[src/rtl/da2_pkg.sv]
// Shared types and constants for the Pmod DA2 update scheduler.
package da2_pkg;
  localparam int unsigned FRAME_W = 12;

  localparam logic [1:0] MODE_ON   = 2'b00;
  localparam logic [1:0] MODE_1K   = 2'b01;
  localparam logic [1:0] MODE_100K = 2'b10;
  localparam logic [1:0] MODE_HIZ  = 2'b11;

  typedef enum logic [1:0] {IDLE, ISSUE, WAIT_START, WAIT_DONE} state_t;

  typedef struct packed {
    logic [1:0]         mode;
    logic [FRAME_W-1:0] value;
  } chan_t;

  localparam chan_t CHAN_RESET = '{mode: MODE_HIZ, value: '0};
endpackage

[src/rtl/da2_update_scheduler_if.sv]
// Write-request handshake from one requester into the DA2 scheduler.
interface da2_req_if;
  import da2_pkg::*;

  logic               valid;
  logic               ch;
  logic [1:0]         mode;
  logic [FRAME_W-1:0] value;
  logic               ready;

  modport master (output valid, ch, mode, value, input ready);
  modport slave  (input valid, ch, mode, value, output ready);
endinterface

[src/rtl/da2_update_scheduler_rr_arb2.sv]
// Two-way round-robin arbiter; the pointer only moves when both sides contend.
module rr_arb2 (
  input  logic clk,
  input  logic rst,
  input  logic req_a,
  input  logic req_b,
  output logic grant_a,
  output logic grant_b
);
  logic ptr;  // 0 favours A, 1 favours B

  always_comb begin
    grant_a = req_a & (~req_b | ~ptr);
    grant_b = req_b & (~req_a | ptr);
  end

  always_ff @(posedge clk or posedge rst) begin
    if (rst)
      ptr <= 1'b0;
    else if (req_a & req_b)
      ptr <= ~ptr;
  end
endmodule

[src/rtl/da2_update_scheduler.sv]
// Shares the Pmod DA2 interface between two requesters via a shadowed, coalescing update FSM.
module da2_update_scheduler
  import da2_pkg::*;
#(
  parameter int unsigned REFRESH_CYCLES = 0,
  parameter int unsigned START_TIMEOUT  = 15
) (
  input  logic               clk,
  input  logic               rst,
  da2_req_if.slave           a,
  da2_req_if.slave           b,
  input  logic               dac_busy,
  output logic               update,
  output logic [FRAME_W-1:0] value0,
  output logic [FRAME_W-1:0] value1,
  output logic [1:0]         chmode0,
  output logic [1:0]         chmode1,
  output logic               busy,
  output logic               timeout_err
);
  state_t      state;
  chan_t       shadow [2];
  logic        dirty;
  logic [31:0] cnt;

  logic        grant_a, grant_b, acc, acc_ch;
  chan_t       acc_word;
  logic        refresh_due;

  rr_arb2 u_arb (
    .clk     (clk),
    .rst     (rst),
    .req_a   (a.valid),
    .req_b   (b.valid),
    .grant_a (grant_a),
    .grant_b (grant_b)
  );

  assign a.ready = a.valid & grant_a;
  assign b.ready = b.valid & grant_b;
  assign busy    = (state != IDLE);

  always_comb begin
    acc      = grant_a | grant_b;
    acc_ch   = grant_b ? b.ch : a.ch;
    acc_word = grant_b ? chan_t'({b.mode, b.value}) : chan_t'({a.mode, a.value});
    refresh_due = (REFRESH_CYCLES != 0) && (cnt == REFRESH_CYCLES - 1);
  end

  always_ff @(posedge clk or posedge rst) begin
    if (rst) begin
      state       <= IDLE;
      shadow[0]   <= CHAN_RESET;
      shadow[1]   <= CHAN_RESET;
      dirty       <= 1'b0;
      cnt         <= '0;
      update      <= 1'b0;
      timeout_err <= 1'b0;
      value0      <= CHAN_RESET.value;
      value1      <= CHAN_RESET.value;
      chmode0     <= CHAN_RESET.mode;
      chmode1     <= CHAN_RESET.mode;
    end else begin
      update      <= 1'b0;
      timeout_err <= 1'b0;
      if (acc)
        shadow[acc_ch] <= acc_word;
      // A write landing in the ISSUE cycle is not in the copied frame, so it re-arms dirty.
      dirty <= acc | (dirty & (state != ISSUE));

      unique case (state)
        IDLE: begin
          if (dirty || acc || refresh_due) begin
            state <= ISSUE;
            cnt   <= '0;
          end else begin
            cnt <= cnt + 1'b1;
          end
        end
        ISSUE: begin
          value0  <= shadow[0].value;
          chmode0 <= shadow[0].mode;
          value1  <= shadow[1].value;
          chmode1 <= shadow[1].mode;
          update  <= 1'b1;
          state   <= WAIT_START;
          cnt     <= '0;
        end
        WAIT_START: begin
          if (dac_busy) begin
            state <= WAIT_DONE;
            cnt   <= '0;
          end else if (cnt == START_TIMEOUT - 1) begin
            timeout_err <= 1'b1;
            state       <= IDLE;
            cnt         <= '0;
          end else begin
            cnt <= cnt + 1'b1;
          end
        end
        WAIT_DONE: begin
          if (!dac_busy) begin
            state <= IDLE;
            cnt   <= '0;
          end
        end
        default: state <= IDLE;
      endcase
    end
  end
endmodule

[src/flat_wrapper.sv]
// flat-port wrapper written by rule: the top's interface ports become plain ports
module da2_update_scheduler_flat import da2_pkg::*;
#(
  parameter int unsigned REFRESH_CYCLES = 0,
  parameter int unsigned START_TIMEOUT  = 15
)
  (clk, rst, dac_busy, update, value0, value1, chmode0, chmode1, busy, timeout_err, a_valid, a_ch, a_mode, a_value, a_ready, b_valid, b_ch, b_mode, b_value, b_ready);
  da2_req_if a_i ();
  da2_req_if b_i ();
  input  logic clk;
  input  logic rst;
  input  logic dac_busy;
  output logic update;
  output logic [FRAME_W-1:0] value0;
  output logic [FRAME_W-1:0] value1;
  output logic [1:0] chmode0;
  output logic [1:0] chmode1;
  output logic busy;
  output logic timeout_err;
  input wire logic [$bits(a_i.valid)-1:0] a_valid;
  input wire logic [$bits(a_i.ch)-1:0] a_ch;
  input wire logic [$bits(a_i.mode)-1:0] a_mode;
  input wire logic [$bits(a_i.value)-1:0] a_value;
  output wire logic [$bits(a_i.ready)-1:0] a_ready;
  input wire logic [$bits(b_i.valid)-1:0] b_valid;
  input wire logic [$bits(b_i.ch)-1:0] b_ch;
  input wire logic [$bits(b_i.mode)-1:0] b_mode;
  input wire logic [$bits(b_i.value)-1:0] b_value;
  output wire logic [$bits(b_i.ready)-1:0] b_ready;
  assign a_i.valid = a_valid;
  assign a_i.ch = a_ch;
  assign a_i.mode = a_mode;
  assign a_i.value = a_value;
  assign a_ready = a_i.ready;
  assign b_i.valid = b_valid;
  assign b_i.ch = b_ch;
  assign b_i.mode = b_mode;
  assign b_i.value = b_value;
  assign b_ready = b_i.ready;
  da2_update_scheduler #(.REFRESH_CYCLES(REFRESH_CYCLES), .START_TIMEOUT(START_TIMEOUT)) u_core (.clk(clk), .rst(rst), .a(a_i), .b(b_i), .dac_busy(dac_busy), .update(update), .value0(value0), .value1(value1), .chmode0(chmode0), .chmode1(chmode1), .busy(busy), .timeout_err(timeout_err));
endmodule
[config.mk]
export PLATFORM = sky130hd
export DESIGN_NAME = da2_update_scheduler_flat
export DESIGN_NICKNAME = d
export VERILOG_FILES = /design/src/rtl/da2_pkg.sv /design/src/rtl/da2_update_scheduler_if.sv /design/src/rtl/da2_update_scheduler_rr_arb2.sv /design/src/rtl/da2_update_scheduler.sv /design/src/flat_wrapper.sv
export SDC_FILE = /design/constraint.sdc
export NUM_CORES = 1
export LEC_CHECK = 0
export BUFFER_PORTS_ARGS = -buffer_cell sky130_fd_sc_hd__buf_2
export CAP_MARGIN = 40
export CELL_PAD_IN_SITES_DETAIL_PLACEMENT = 0
export CELL_PAD_IN_SITES_GLOBAL_PLACEMENT = 1
export CORE_MARGIN = 4
export CORE_UTILIZATION = 30
export CTS_CLUSTER_SIZE = 24
export DETAILED_ROUTE_END_ITERATION = 10
export PLACE_DENSITY_LB_ADDON = 0.1
export SYNTH_ARGS = -nofsm -noshare
export SYNTH_HDL_FRONTEND = slang
export SYNTH_SLANG_ARGS = --single-unit
export TNS_END_PERCENT = 50
[constraint.sdc]
create_clock -name clk -period 6.2 [get_ports clk]
set_input_delay 0.62 -clock clk [delete_from_list [all_inputs] [get_ports clk]]
set_output_delay 0.62 -clock clk [all_outputs]
set_load 0.05 [all_outputs]
* Word-level counts from Yosys, hierarchy flattened *
Cells that the tools add are included.

storage, ports and cells
  latch bits = 0
  bits in registers = 94
  bits in read-only memories = 0
  word-level logic and storage cells = 63
  output and inout port bits = 33
  memories = 0
  memory bits (writable) = 0
  bits of input ports = 35

cells by class
  bitwise logic cells = 14
  reduce and logical (&&, ||, !) cells = 5
  shifts and indexed selects = 0
  add/subtract/negate cells = 1
  $mul = 0
  $lt $le $gt $ge = 2
  divide/modulo/power cells = 0
  eq/ne operators = 8
  mux-type cells = 19

operators with widths
  operator                                                count
  two-way mux 32 bit                                      4
  case mux 32 bit (4 select lines)                        1
  adder 32 x 1 -> 32 bit (second input constant)          1
  == test 32 x 4 -> 1 bit (second input constant)         1
  bitwise mux 28 bit                                      1
  two-way mux 14 bit                                      2
  demux 14 bit (select 1 bit)                             1
  two-way mux 2 bit                                       4
  case mux 2 bit (4 select lines)                         1
  bitwise AND 1 bit                                       6
  two-way mux 1 bit                                       5
  == test 2 bit (second input constant)                   2
  inequality test 2 x 1 -> 1 bit (second input constant)  2
  bitwise OR 1 bit                                        4
  inequality test 3 x 2 -> 1 bit (second input constant)  1
  NOT 1 bit                                               3
  AND reduction 3 bit                                     1
  == test 2 x 1 -> 1 bit (second input constant)          1
  >= comparator 2 bit (second input constant)             1
  zero test 2 bit                                         1
  < comparator 2 x 1 -> 1 bit (second input constant)     1
  inequality test 2 bit (second input constant)           1
  NOT 1 -> 2 bit                                          1
  nonzero test 2 bit                                      1
  other kinds (2)                                         2

* Longest topological paths before layout *
Gate-level depths: netlist of run 1.

  word-level depth = 10
  depth in mapped cells = 8
  depth with buffers taken out = 7

* Hierarchy *
Synthesis of run 1 repeated with hierarchy kept, for this count alone.

unflattened totals
  cells, all modules = 344
  area, all modules = 4222.8 um2

by module, submodules not included
  module                times used  area each (um2)  cells an instance  sequential area each (um2)
  da2_update_scheduler  1           4162.7           337                2337.2
  rr_arb2               1           60.1             7                  25.0

* Worst setup path before layout of run 1 *
No wires, ideal clock.

  path type = input -> register
  start = in a_valid
  end = reg u_core.shadow[12] in the netlist's numbering
  cell stages on the path = 6
  required time = 6127 ps
  arrival = 2891 ps
  path buffers = 2
  path slack = 3236 ps
  setup time = 73 ps
  cell sequence = a21boi_0 a22o_1 clkbuf_1 clkbuf_1 nor2_1 a21oi_1

on the way
  cells in the longest elaborated chain, start to end = 10
  elaborated cells on any way between the ends = 14
  those cells by class = 2 x order compare; 5 x mux; 6 x bitwise; 1 x reduce/logical

RTL lines
  item                                                                                             line                                RTL
  start: declaration                                                                               flat_wrapper.sv:20                  input wire logic [$bits(a_i.valid)-1:0] a_valid;
  NOT 1 bit                                                                                        da2_update_scheduler_rr_arb2.sv:14  grant_b = req_b & (~req_a | ptr);
  bitwise OR 1 bit                                                                                 da2_update_scheduler_rr_arb2.sv:14
  bitwise AND 1 bit                                                                                da2_update_scheduler_rr_arb2.sv:14
  two-way mux 1 bit                                                                                da2_update_scheduler.sv:45          acc_ch = grant_b ? b.ch : a.ch;
  NOT 1 -> 2 bit (implied by the code)                                                             da2_update_scheduler.sv:67          shadow[acc_ch] <= acc_word;
  >= comparator 2 bit (implied by the code) / < comparator 2 x 1 -> 1 bit (equally long branches)  da2_update_scheduler.sv:67
  logical AND 1 bit (implied by the code)                                                          da2_update_scheduler.sv:67
  two-way mux 14 bit (implied by the code)                                                         da2_update_scheduler.sv:67
  demux 14 bit (select 1 bit)                                                                      da2_update_scheduler.sv:67
  bitwise mux 28 bit                                                                               da2_update_scheduler.sv:67
  end signal: indexed assignment                                                                   da2_update_scheduler.sv:67
  end: declaration                                                                                 da2_update_scheduler.sv:22          chan_t shadow [2];

Parallel ways exist; a longest one is shown, timed or not.
A chain may end at the register's enable or synchronous reset.

* Worst setup path in the final report of run 1 *
  start = reg u_core.cnt[0]
  end = reg u_core.cnt[10]

on the way
  cells in the longest elaborated chain, start to end = 4
  elaborated cells on any way between the ends = 6
  those cells by class = 1 x add/sub; 1 x eq/ne; 4 x mux

RTL lines
  item                                                                      line                                                                                RTL
  start: declaration                                                        da2_update_scheduler.sv:24                                                          logic [31:0] cnt;
  start signal: assignment                                                  da2_update_scheduler.sv:77                                                          cnt <= cnt + 1'b1;
  start signal: assignment                                                  da2_update_scheduler.sv:98                                                          cnt <= cnt + 1'b1;
  adder 32 x 1 -> 32 bit / == test 32 x 4 -> 1 bit (equally long branches)  da2_update_scheduler.sv:77, da2_update_scheduler.sv:98, da2_update_scheduler.sv:93
  two-way mux 32 bit                                                        da2_update_scheduler.sv:93                                                          end else if (cnt == START_TIMEOUT - 1) begin
  two-way mux 32 bit                                                        da2_update_scheduler.sv:90                                                          if (dac_busy) begin
  case mux 32 bit (4 select lines) (*)                                      da2_update_scheduler.sv:71                                                          unique case (state)

Mark *: on every way between the ends. The rest lies on a longest branch, timed or not.

==> results.md, run 1 <==
* Outcome: completed
* Drt first pass iters at 4
* Die height at 128 µm
* Post-Layout Cell Count at 646
* Clock sink count at 94
* Yosys cell types at 41
* Worst Tran Pin Value at 822 ps
* Hold crit path type: in2async
* Worst r2r src: u_core.cnt[0]
* Initial antenna violation count at 0
* Post-synth top flop: dfrtp_1
* Worst r2r path cells at 8
* Vias per std cell at 4.74
* Register area at 2360 µm²
* Layout area overhead at 20.5%
* CTS tree: done
* I/O Buffers at 67
* RSZ-0062 raised after global routing: false
* Worst vdd ir at 0.000260 V
* Final period util at 39.4%
* Reg2reg setup slack at 3760 ps
* Number of flops mapped to enable cells by yosys at 0
* Max-slew violation count at 0
* Setup crit start: u_core.cnt[0]
* Yosys reg bits at 94
* Most common cell in the synthesized netlist: dfrtp_1
* Overall Global Routing Usage at 13.1%
* CP Max Fanout at 28
* Core ar. at 13900 µm²
* Yosys top cell by area: dfrtp_1
* FF-to-FF End: u_core.cnt[10]
* Clock skew at 8.38 ps
* Pwr Density at 453 nW/µm²
* Synthesized area at 4300 µm²
* Initial Utilization at 30.9%
* Fin crit period at 2440 ps
* Footprint of the multi-input gates at 1830 µm²
* GPL Wtd Cong at 0.762
* Top cell type's share of synthesized area at 50.0%
* Leak Pwr at 2.14 nW
* Fill cells at 1408
* Hpwl dp at 6840 µm
* Io pins at 68
* Avg Inst Size Synth at 10.9 µm²
* Post-route setup slack at 3760 ps
* Pre-CTS setup slack at 3500 ps
* Worst setup SP type: register
* Largest net degree at the start of global routing at 52
* Clock-pin transition on the worst setup and hold timing paths at 70 ps
* Number of global-route vias before repair at 3201
* Num CTS Buffers at 9
* Placed Instances at 630
* Resize count post-CTS at 0
* Commonest cells in the netlist: dfrtp_1 (86), nor2_1 (46), a21oi_1 (31)
* Final setup vio count at 0
* Fin. Hold Viols at 0
* Max clock buf depth at 2
* Asr flop ratio synth at 100%
* Register area share after synthesis at 54.9%
* Synth top area cells: dfrtp_1 (50%), mux2_2 (7.3%), dfstp_2 (4.9%), nor2_1 (4.0%), a21oi_1 (3.6%)
* Initial DRC count at 159
* Die width at 128 µm
* Critical path type: reg2reg
* Post-synth net total at 430
* Layout net count at 498
* Final WL at 9890 µm
* # Max-Cap Violations at 0
* Final ANT Viol Nets at 0
* Max Fclk at 409 MHz
* CTS Hold Bufs at 0
* Row count at 43
* Postcts setup bufs at 0
* Total placed instance area at 4890 µm²
* # diodes at 0
* Total grt overflow at 0
* Htree depth at 3
* Crit path capture: u_core.cnt[10]
* Residual DRC count at 0
* Arrival @ worst endpoint at 2650 ps
* Root Buffer: clkbuf_16
* First-pass GRT wire length at 16900 µm
* Synth Instances at 393
* Final hold slack at 237 ps
* Worst skew pair latency at 350 ps
* DIE AREA at 16300 µm²
* WP data required at 6410 ps
* Setup Total Neg Slack at 0 ps
* Design area at 5180 µm²
* Slew headroom at 44.8%
* Worst Setup End Kind: register
* Vias at 3059
* YS warnings at 0
* Per-cell routed wire length at 15.3 µm
* Layout cells sized above 1 at 33.9%
-- report_power, final --
| part | internal [mW] | switching, mW |
|---|---|---|
| clock network | 0.295 | 0.237 |
| logic | 0.283 | 0.629 |
| registers | 0.804 | 0.0963 |
| total | 1.38 | 0.962 |
-- worst min path at each step --
stage | cells after the start | endpoint
after floorplan | 1 | u_core.u_arb.ptr
after global placement | 1 | u_core.value0[5]
after detailed placement | 1 | u_core.value1[1]
after CTS | 2 | u_core.value0[1]
after global routing | 2 | u_core.update
final | 2 | u_core.update
-- area by class of cell --
class / count / area share, %
sequential: 94 / 45.6
multi-input combinational: 273 / 35.3
timing repair buffer: 75 / 8.53
clock buffer: 12 / 4.95
tap: 180 / 4.35
inverter: 8 / 0.628
clock inverter: 4 / 0.604
-- per-stage QoR --
| step | util, % | power, mW |
|---|---|---|
| 4_1_cts | 37.2 | 2.39 |
| 3_3_place_gp | 34.5 | 1.82 |
| 3_5_place_dp | 35.1 | 1.84 |
| 2_1_floorplan | - | 1.61 |
| 6_report | 37.2 | 2.34 |
| 5_1_grt | 37.2 | 2.49 |
-- worst max-delay path, stage by stage, from the launching register on --
cell	delay, ps
dfrtp_1	430
inv_1	120
ha_1	160
or4b_1	490
nor4_4	280
a21oi_2	140
nor3_4	170
buf_4	410
nor2_1	100
-- placed cells by master, fill, tap and decap left out, drive strengths merged --
cell type      netlist  routed
and3                 3       3
nand3b               1       1
nand2               16      16
xor2                15      15
nor2                66      66
dfrtp               86      86
or4b                 1       1
a22o                 1       1
nor4b                1       1
dfstp                8       8
clkdlybuf4s15        0       1
nor3                10      10
nand4               10      10
and4                 3       3
or3                  3       3
nand3               15      15
nor2b                2       2
or3b                 1       1
or2                  1       1
mux2                28      28
xnor2               13      13
clkinvlp             0       3
clkbuf               9      12
o21ai                8       8
nor4                17      17
mux2i               14      14
or4                  3       3
buf                  9      74
inv                  8       9
a21boi               1       1
o211ai               2       2
a21oi               32      32
ha                   2       2
nand2b               4       4
-- routing by layer --
layer | share of wire [%] | GRT usage (%) | wire [µm]
met2 | 47 | 20.5 | 4670
met1 | 47 | 17.3 | 4600
met3 | 5.5 | 4.83 | 545
met5 | 0 | 0 | 0
met4 | 0.72 | 3.18 | 71
-- state kept, by name (all words and copies together) (netlist names) --
signal	cells
u_core.chmode0	2
u_core.chmode1	2
u_core.cnt	32
u_core.dirty	1
u_core.shadow	28
u_core.state	2
u_core.timeout_err	1
u_core.u_arb.ptr	1
u_core.update	1
u_core.value0	12
u_core.value1	12
-- cells by family after synthesis --
group           Yosys count  synth area share, %
compound gates           44                 5.47
mux                      42                 10.6
fa+ha+maj                 2                0.582
xor+xnor                 28                 5.70
simple gates            157                 20.0
flops                    94                 54.9
buf+inv                  26                 2.73
Note: power is estimated with default switching activity, not from simulation.
==> inputs of run 2 (changes only) <==
==> constraint.sdc (replaced) <==
create_clock -name clk -period 2.1 [get_ports clk]
set_input_delay 0.21 -clock clk [delete_from_list [all_inputs] [get_ports clk]]
set_output_delay 0.21 -clock clk [all_outputs]
set_load 0.05 [all_outputs]
==> results.md, run 2 (same netlist as run 1, synthesis figures left out) <==
* Drt first pass iters at 4 (unchanged)
* Worst Tran Pin Value at 533 ps (-288 ps)
* Number of global-route vias before repair at 3164 (-1.2%)
* Most frequent cells in the layout: dfrtp_1 (86), buf_2 (67), nor2_1 (45), a21oi_1 (31), buf_4 (31)
* Final ANT Viol Nets at 0 (unchanged)
* Num CTS Buffers at 9 (unchanged)
* Clock-pin transition on the worst setup and hold timing paths at 70 ps (about the same)
* Max FFs per register at 32 (unchanged)
* Residual DRC count at 0 (unchanged)
* Footprint of the multi-input gates at 1920 µm² (+4.8%)
* Final WL at 10000 µm (+1.6%)
* Cell family with most CP delay: simple AND/OR/NAND/NOR gates
* GPL Wtd Cong at 0.733 (-3.8%)
* Final setup vio count at 0 (unchanged)
* Hold crit path type: in2async
* Hpwl dp at 6770 µm (-0.98%)
* Max clock buf depth at 2 (unchanged)
* Fin. Hold Viols at 5 (+5)
* Max Fclk at 484 MHz (+18%)
* Biggest register: u_core.cnt
* # Max-Cap Violations at 0 (unchanged)
* Overall Global Routing Usage at 12.9% (-0.22 points)
* Fill cells at 1369 (-2.8%)
* CP Buf/Inv Count at 3 (+1)
* Worst path slowest cell: or4b_4
* Clock skew at 5.79 ps (-2.58 ps)
* First-pass GRT wire length at 16600 µm (-1.6%)
* Clock sink count at 94 (unchanged)
* Top flop regs: u_core.cnt: 32 flops, u_core.shadow: 28 flops
* Initial Utilization at 30.9% (unchanged)
* Layout area overhead at 29.3%
* Htree depth at 3 (unchanged)
* Pwr Density at 1320 nW/µm² (+190%)
* Worst setup SP type: register
* Final hold slack at -27.2 ps (-264 ps)
* WP data required at 2330 ps (-4080 ps)
* Post-Layout Cell Count at 676 (+4.6%)
* Vias at 3156 (+3.2%)
* Die height at 128 µm (unchanged)
* CP cell instances: inv_2 > ha_4 > or4b_4 > nor4_4 > a21oi_2 > nor3_4 > buf_6 > clkbuf_16 > nor2_4
* Per-cell routed wire length at 14.9 µm (-2.9%)
* Post-route setup slack at 32.5 ps (-3720 ps)
* Die width at 128 µm (unchanged)
* Delay of the slowest critical-path stage at 470 ps (-20 ps)
* Final period util at 98.5% (+59 points)
* Placed Instances at 654 (+3.8%)
* Vias per std cell at 4.67 (-1.4%)
* DIE AREA at 16300 µm² (unchanged)
* Worst skew pair latency at 340 ps (about the same)
* Layout cells sized above 1 at 38.9% (+5.0 points)
* Io pins at 68 (unchanged)
* Max-slew violation count at 0 (unchanged)
* Root Buffer: clkbuf_16
* Core ar. at 13900 µm² (unchanged)
* I/O Buffers at 67 (unchanged)
* Leak Pwr at 2.33 nW (+9.0%)
* Worst vdd ir at 0.000743 V (+190%)
* Row count at 43 (unchanged)
* Worst Setup End Kind: register
* CTS tree: done
* Pre-CTS setup slack at -34.6 ps (-3540 ps)
* Outcome: complete, but fails checks
* Layout net count at 528 (+6.0%)
* # diodes at 0 (unchanged)
* Initial antenna violation count at 0 (unchanged)
* Fin crit period at 2070 ps (-376 ps)
* Register area at 2360 µm² (unchanged)
* Total grt overflow at 0 (unchanged)
* RSZ-0062 raised after global routing: true
* Failing checks: hold timing
* Largest net degree at the start of global routing at 95 (+83%)
* CP Max Fanout at 7 (-75%)
* Arrival @ worst endpoint at 2300 ps (-350 ps)
* Most common cell after layout, fill and taps aside: dfrtp_1
* Initial DRC count at 110 (-31%)
* Critical path type: reg2reg
* Slew headroom at 64.4% (+20 points)
## run 2: cell count changes in the layout (fill, tap and decap cells not counted), sizes merged
cell	before	now
buf	74	104
clkinv	0	3
bufinv	0	1
clkbuf	12	11
clkdlybuf4s15	1	0
clkinvlp	3	2
inv	9	8
## run 2: worst min-delay path, delay by kind of cell
family	cells	cell delay, ps
buffers and inverters	3	540
## run 2: metrics by stage
step	setup TNS, ps	power, mW	utilization, %	area [µm²]
floorplan	-1600	4.75	-	4310
global placement	0	5.48	36.3	5060
detailed placement	-610	5.52	36.5	5090
CTS	0	7.35	39.1	5450
global route	-1850	7.76	39.9	5560
finish	0	7.35	39.9	5560
## run 2: where the power goes
group	internal, mW	total, mW	switching (mW)
sequential	2.37	2.63	0.261
clock	0.934	1.66	0.729
combinational	1.07	3.05	1.98
## run 2: path summary, 6_finish.rpt
kind	endpoint	from	slack, ps	depth (start not counted)
worst max-delay path	u_core.cnt[26]	u_core.cnt[0]	30	9
worst min-delay path	u_core.update	rst	-30	3
worst max register to register	u_core.cnt[26]	u_core.cnt[0]	30	9
worst min register to register	u_core.shadow[12]	u_core.shadow[12]	500	2
max in group asynchronous	u_core.cnt[26]	rst	1700	3
min in group clk	u_core.dirty	a_valid	120	3
## run 2: what timing repair did
item / in CTS / in global routing
gates cloned: 1 / 1
setup buffers: 3 / 1
setup endpoints to repair: 32 / 33
pin swaps: 1 / 13
resized for setup: 3 / 19
hold buffers: 0 / 0
## run 2: area by class of cell
class                           instances  area share [%]
Clock buffer                           10            4.12
Multi-Input combinational cell        273            34.5
Clock inverter                          6            1.31
Timing Repair Buffer                  105            12.9
Sequential cell                        94            42.5
Inverter                                8           0.608
Tap cell                              180            4.05
## run 2: layer usage
metal	share of wire, %	wire, µm	track usage, %	up-vias
li1	-	-	-	1577
met1	48	4780	17.5	1520
met2	46	4610	19.7	49
met3	5.3	537	4.13	10
met4	1.2	119	3.93	0
met5	0	0	0	-
==> inputs of run 3 (changes only) <==
--- a/config.mk
+++ b/config.mk
@@ -10,7 +10,7 @@
 export CELL_PAD_IN_SITES_DETAIL_PLACEMENT = 0
 export CELL_PAD_IN_SITES_GLOBAL_PLACEMENT = 1
 export CORE_MARGIN = 4
-export CORE_UTILIZATION = 30
+export CORE_UTILIZATION = 38
 export CTS_CLUSTER_SIZE = 24
 export DETAILED_ROUTE_END_ITERATION = 10
 export PLACE_DENSITY_LB_ADDON = 0.1
==> constraint.sdc (replaced) <==
create_clock -name clk -period 1.84 [get_ports clk]
set_input_delay 0.184 -clock clk [delete_from_list [all_inputs] [get_ports clk]]
set_output_delay 0.184 -clock clk [all_outputs]
set_load 0.05 [all_outputs]
==> results.md, run 3 (same netlist as run 1, synthesis figures left out) <==
* Outcome: complete, but fails checks
* Failing checks: setup timing
* Initial antenna violation count at 0 (unchanged)
* Row count at 38 (-12%)
* Worst vdd ir at 0.000924 V (+24%)
* Sequential fraction of design power at 36.1% (+0.3 points)
* Fin crit period at 2020 ps (-45.6 ps)
* Placed Instances at 635 (-2.9%)
* CTS tree: done
* Residual DRC count at 0 (unchanged)
* Final WL at 9890 µm (-1.6%)
* Sw power at 3.33 mW (+12%)
* Setup crit start: u_core.cnt[0]
* Hold Crit Start: dac_busy
* Num CTS Buffers at 9 (unchanged)
* Max-slew violation count at 0 (unchanged)
* Worst Tran Pin Value at 508 ps (-25.9 ps)
* Core ar. at 10900 µm² (-22%)
* Worst skew pair latency at 350 ps (about the same)
* First-pass GRT wire length at 16700 µm (+0.58%)
* Clock Power Share at 22.6% (about the same)
* # Max-Cap Violations at 0 (unchanged)
* Sw frac at 39.8% (-0.62 points)
* I/O Buffers at 67 (unchanged)
* Initial DRC count at 91 (-17%)
* Hpwl dp at 6930 µm (+2.3%)
* Die width at 114 µm (-10%)
* Max clock buf depth at 2 (unchanged)
* Final setup vio count at 33 (+33)
* Worst r2r src: u_core.cnt[0]
* P_int at 5.02 mW (+15%)
* Number of global-route vias before repair at 3386 (+7.0%)
* Biggest register: u_core.cnt
* Vias at 3260 (+3.3%)
* Root Buffer: clkbuf_16
* Worst Setup End Kind: register
* GPL Wtd Cong at 0.846 (+15%)
* Top flop regs: u_core.cnt: 32 flops, u_core.shadow: 28 flops
* DIE AREA at 13100 µm² (-20%)
* Overall power at 8.35 mW (+14%)
* # diodes at 0 (unchanged)
* Per-cell routed wire length at 15.0 µm (+0.81%)
* Final period util at 110% (+11 points)
* Logic pwr share at 41.3% (-0.2 points)
* WP data required at 2080 ps (-250 ps)
* Arrival @ worst endpoint at 2260 ps (-40 ps)
* Max Fclk at 495 MHz (+2.3%)
* Leak Pwr at 2.43 nW (+4.4%)
* Layout cells sized above 1 at 42.7% (+3.8 points)
* RSZ-0062 raised after global routing: true
* Final hold slack at 105 ps (+132 ps)
* Design area at 5620 µm² (+1.0%)
* Clock skew at 3.86 ps (-1.93 ps)
* Drt first pass iters at 4 (unchanged)
* Worst setup SP type: register
* Pwr Density at 1490 nW/µm² (+12%)
* Hold crit path type: in2reg
* Clock sink count at 94 (unchanged)
* Io pins at 68 (unchanged)
* Most common cell after layout, fill and taps aside: dfrtp_1
* Final core occ at 51.4% (+11 points)
* Clock-pin transition on the worst setup and hold timing paths at 60 ps (about the same)
* Layout area overhead at 30.6%
* Final ANT Viol Nets at 0 (unchanged)
* Most frequent cells in the layout: dfrtp_1 (85), buf_2 (67), buf_4 (54), nor2_1 (43), a21oi_1 (30)
* Overall Global Routing Usage at 16.3% (+3.4 points)
* Slew headroom at 66.2% (+1.7 points)
* Largest net degree at the start of global routing at 95 (unchanged)
* Post-route setup slack at -182 ps (-214 ps)
* CP Max Fanout at 5 (-2)
* Total grt overflow at 0 (unchanged)
* Vias per std cell at 4.94 (+5.8%)
* Die height at 114 µm (-10%)
* Max FFs per register at 32 (unchanged)
* Layout net count at 553 (+4.7%)
* Total placed instance area at 5180 µm² (+1.9%)
* Post-Layout Cell Count at 660 (-2.4%)
* Initial Utilization at 39.3% (+8.5 points)
* Fin. Hold Viols at 0 (-5)
* Critical path type: reg2reg
* Htree depth at 3 (unchanged)
==> run 3: changes by cell type in the layout (fill, tap and decap cells not counted), sizes merged <==
cell,previous run,this run
dlygate4sd3,0,1
clkbuf,11,10
clkinv,3,2
buf,104,129
==> run 3: path summary, 6_finish.rpt <==
| kind | slack, ps | end | cells after the start |
|---|---|---|---|
| min in group asynchronous | 510 | u_core.update | 4 |
| max reg2reg | -180 | u_core.cnt[26] | 9 |
| max | -180 | u_core.cnt[26] | 9 |
| min | 100 | u_core.state[1] | 3 |
| max in group asynchronous | 930 | u_core.cnt[27] | 4 |
| min reg2reg | 500 | u_core.shadow[12] | 2 |
==> run 3: final cells by class <==
| type | count | area [µm²] |
|---|---|---|
| Tap cell | 140 | 175 |
| Timing Repair Buffer | 130 | 862 |
| Multi-Input combinational cell | 273 | 1880 |
| Inverter | 8 | 37.5 |
| Sequential cell | 94 | 2360 |
| Fill cell | 1032 | 5320 |
| Clock inverter | 5 | 57.6 |
| Clock buffer | 10 | 239 |
==> run 3: stage by stage <==
step / setup TNS [ps] / setup slack, ps
global route: -7850 / -269
detailed placement: -9410 / -329
finish: -4970 / -182
global placement: -7470 / -257
floorplan: -8510 / -340
CTS: -6300 / -218
==> run 3: power by group through the flow <==
stage | Clock [mW] | Combinational [mW] | Sequential [mW]
after CTS | 1.95 | 3.47 | 3.02
after global routing | 2.04 | 3.68 | 3.09
final | 1.89 | 3.45 | 3.01
after global placement | 0 | 3.24 | 3.03
after detailed placement | 0 | 3.28 | 3.05
after floorplan | 0 | 1.32 | 4.14
==> run 3: routing by layer <==
| metal | global-route usage, % | routed length, µm |
|---|---|---|
| met2 | 25.3 | 4690 |
| met1 | 21.4 | 4570 |
| met3 | 4.49 | 421 |
| met5 | 0 | 0 |
| met4 | 6.97 | 212 |
==> run 3: what timing repair did <==
| action | 4_1_cts | 5_1_grt |
|---|---|---|
| pin swaps | 24 | 4 |
| buffers inserted | 5 | 2 |
| hold buffers | 1 | 0 |
| gates resized for setup | 20 | 2 |
| hold endpoints to repair | 19 | 0 |
| endpoints found under the setup margin | 33 | 33 |
| cloned | 2 | 0 |
==> run 3: worst max-delay path, cell delays in order, from the launching register on <==
cell and delay [ps]:
dfrtp_1 390, inv_2 80, ha_4 120, or4b_4 460, nor4_4 250, a21oi_2 120
nor3_4 150, buf_6 160, buf_6 130, nor2_2 40
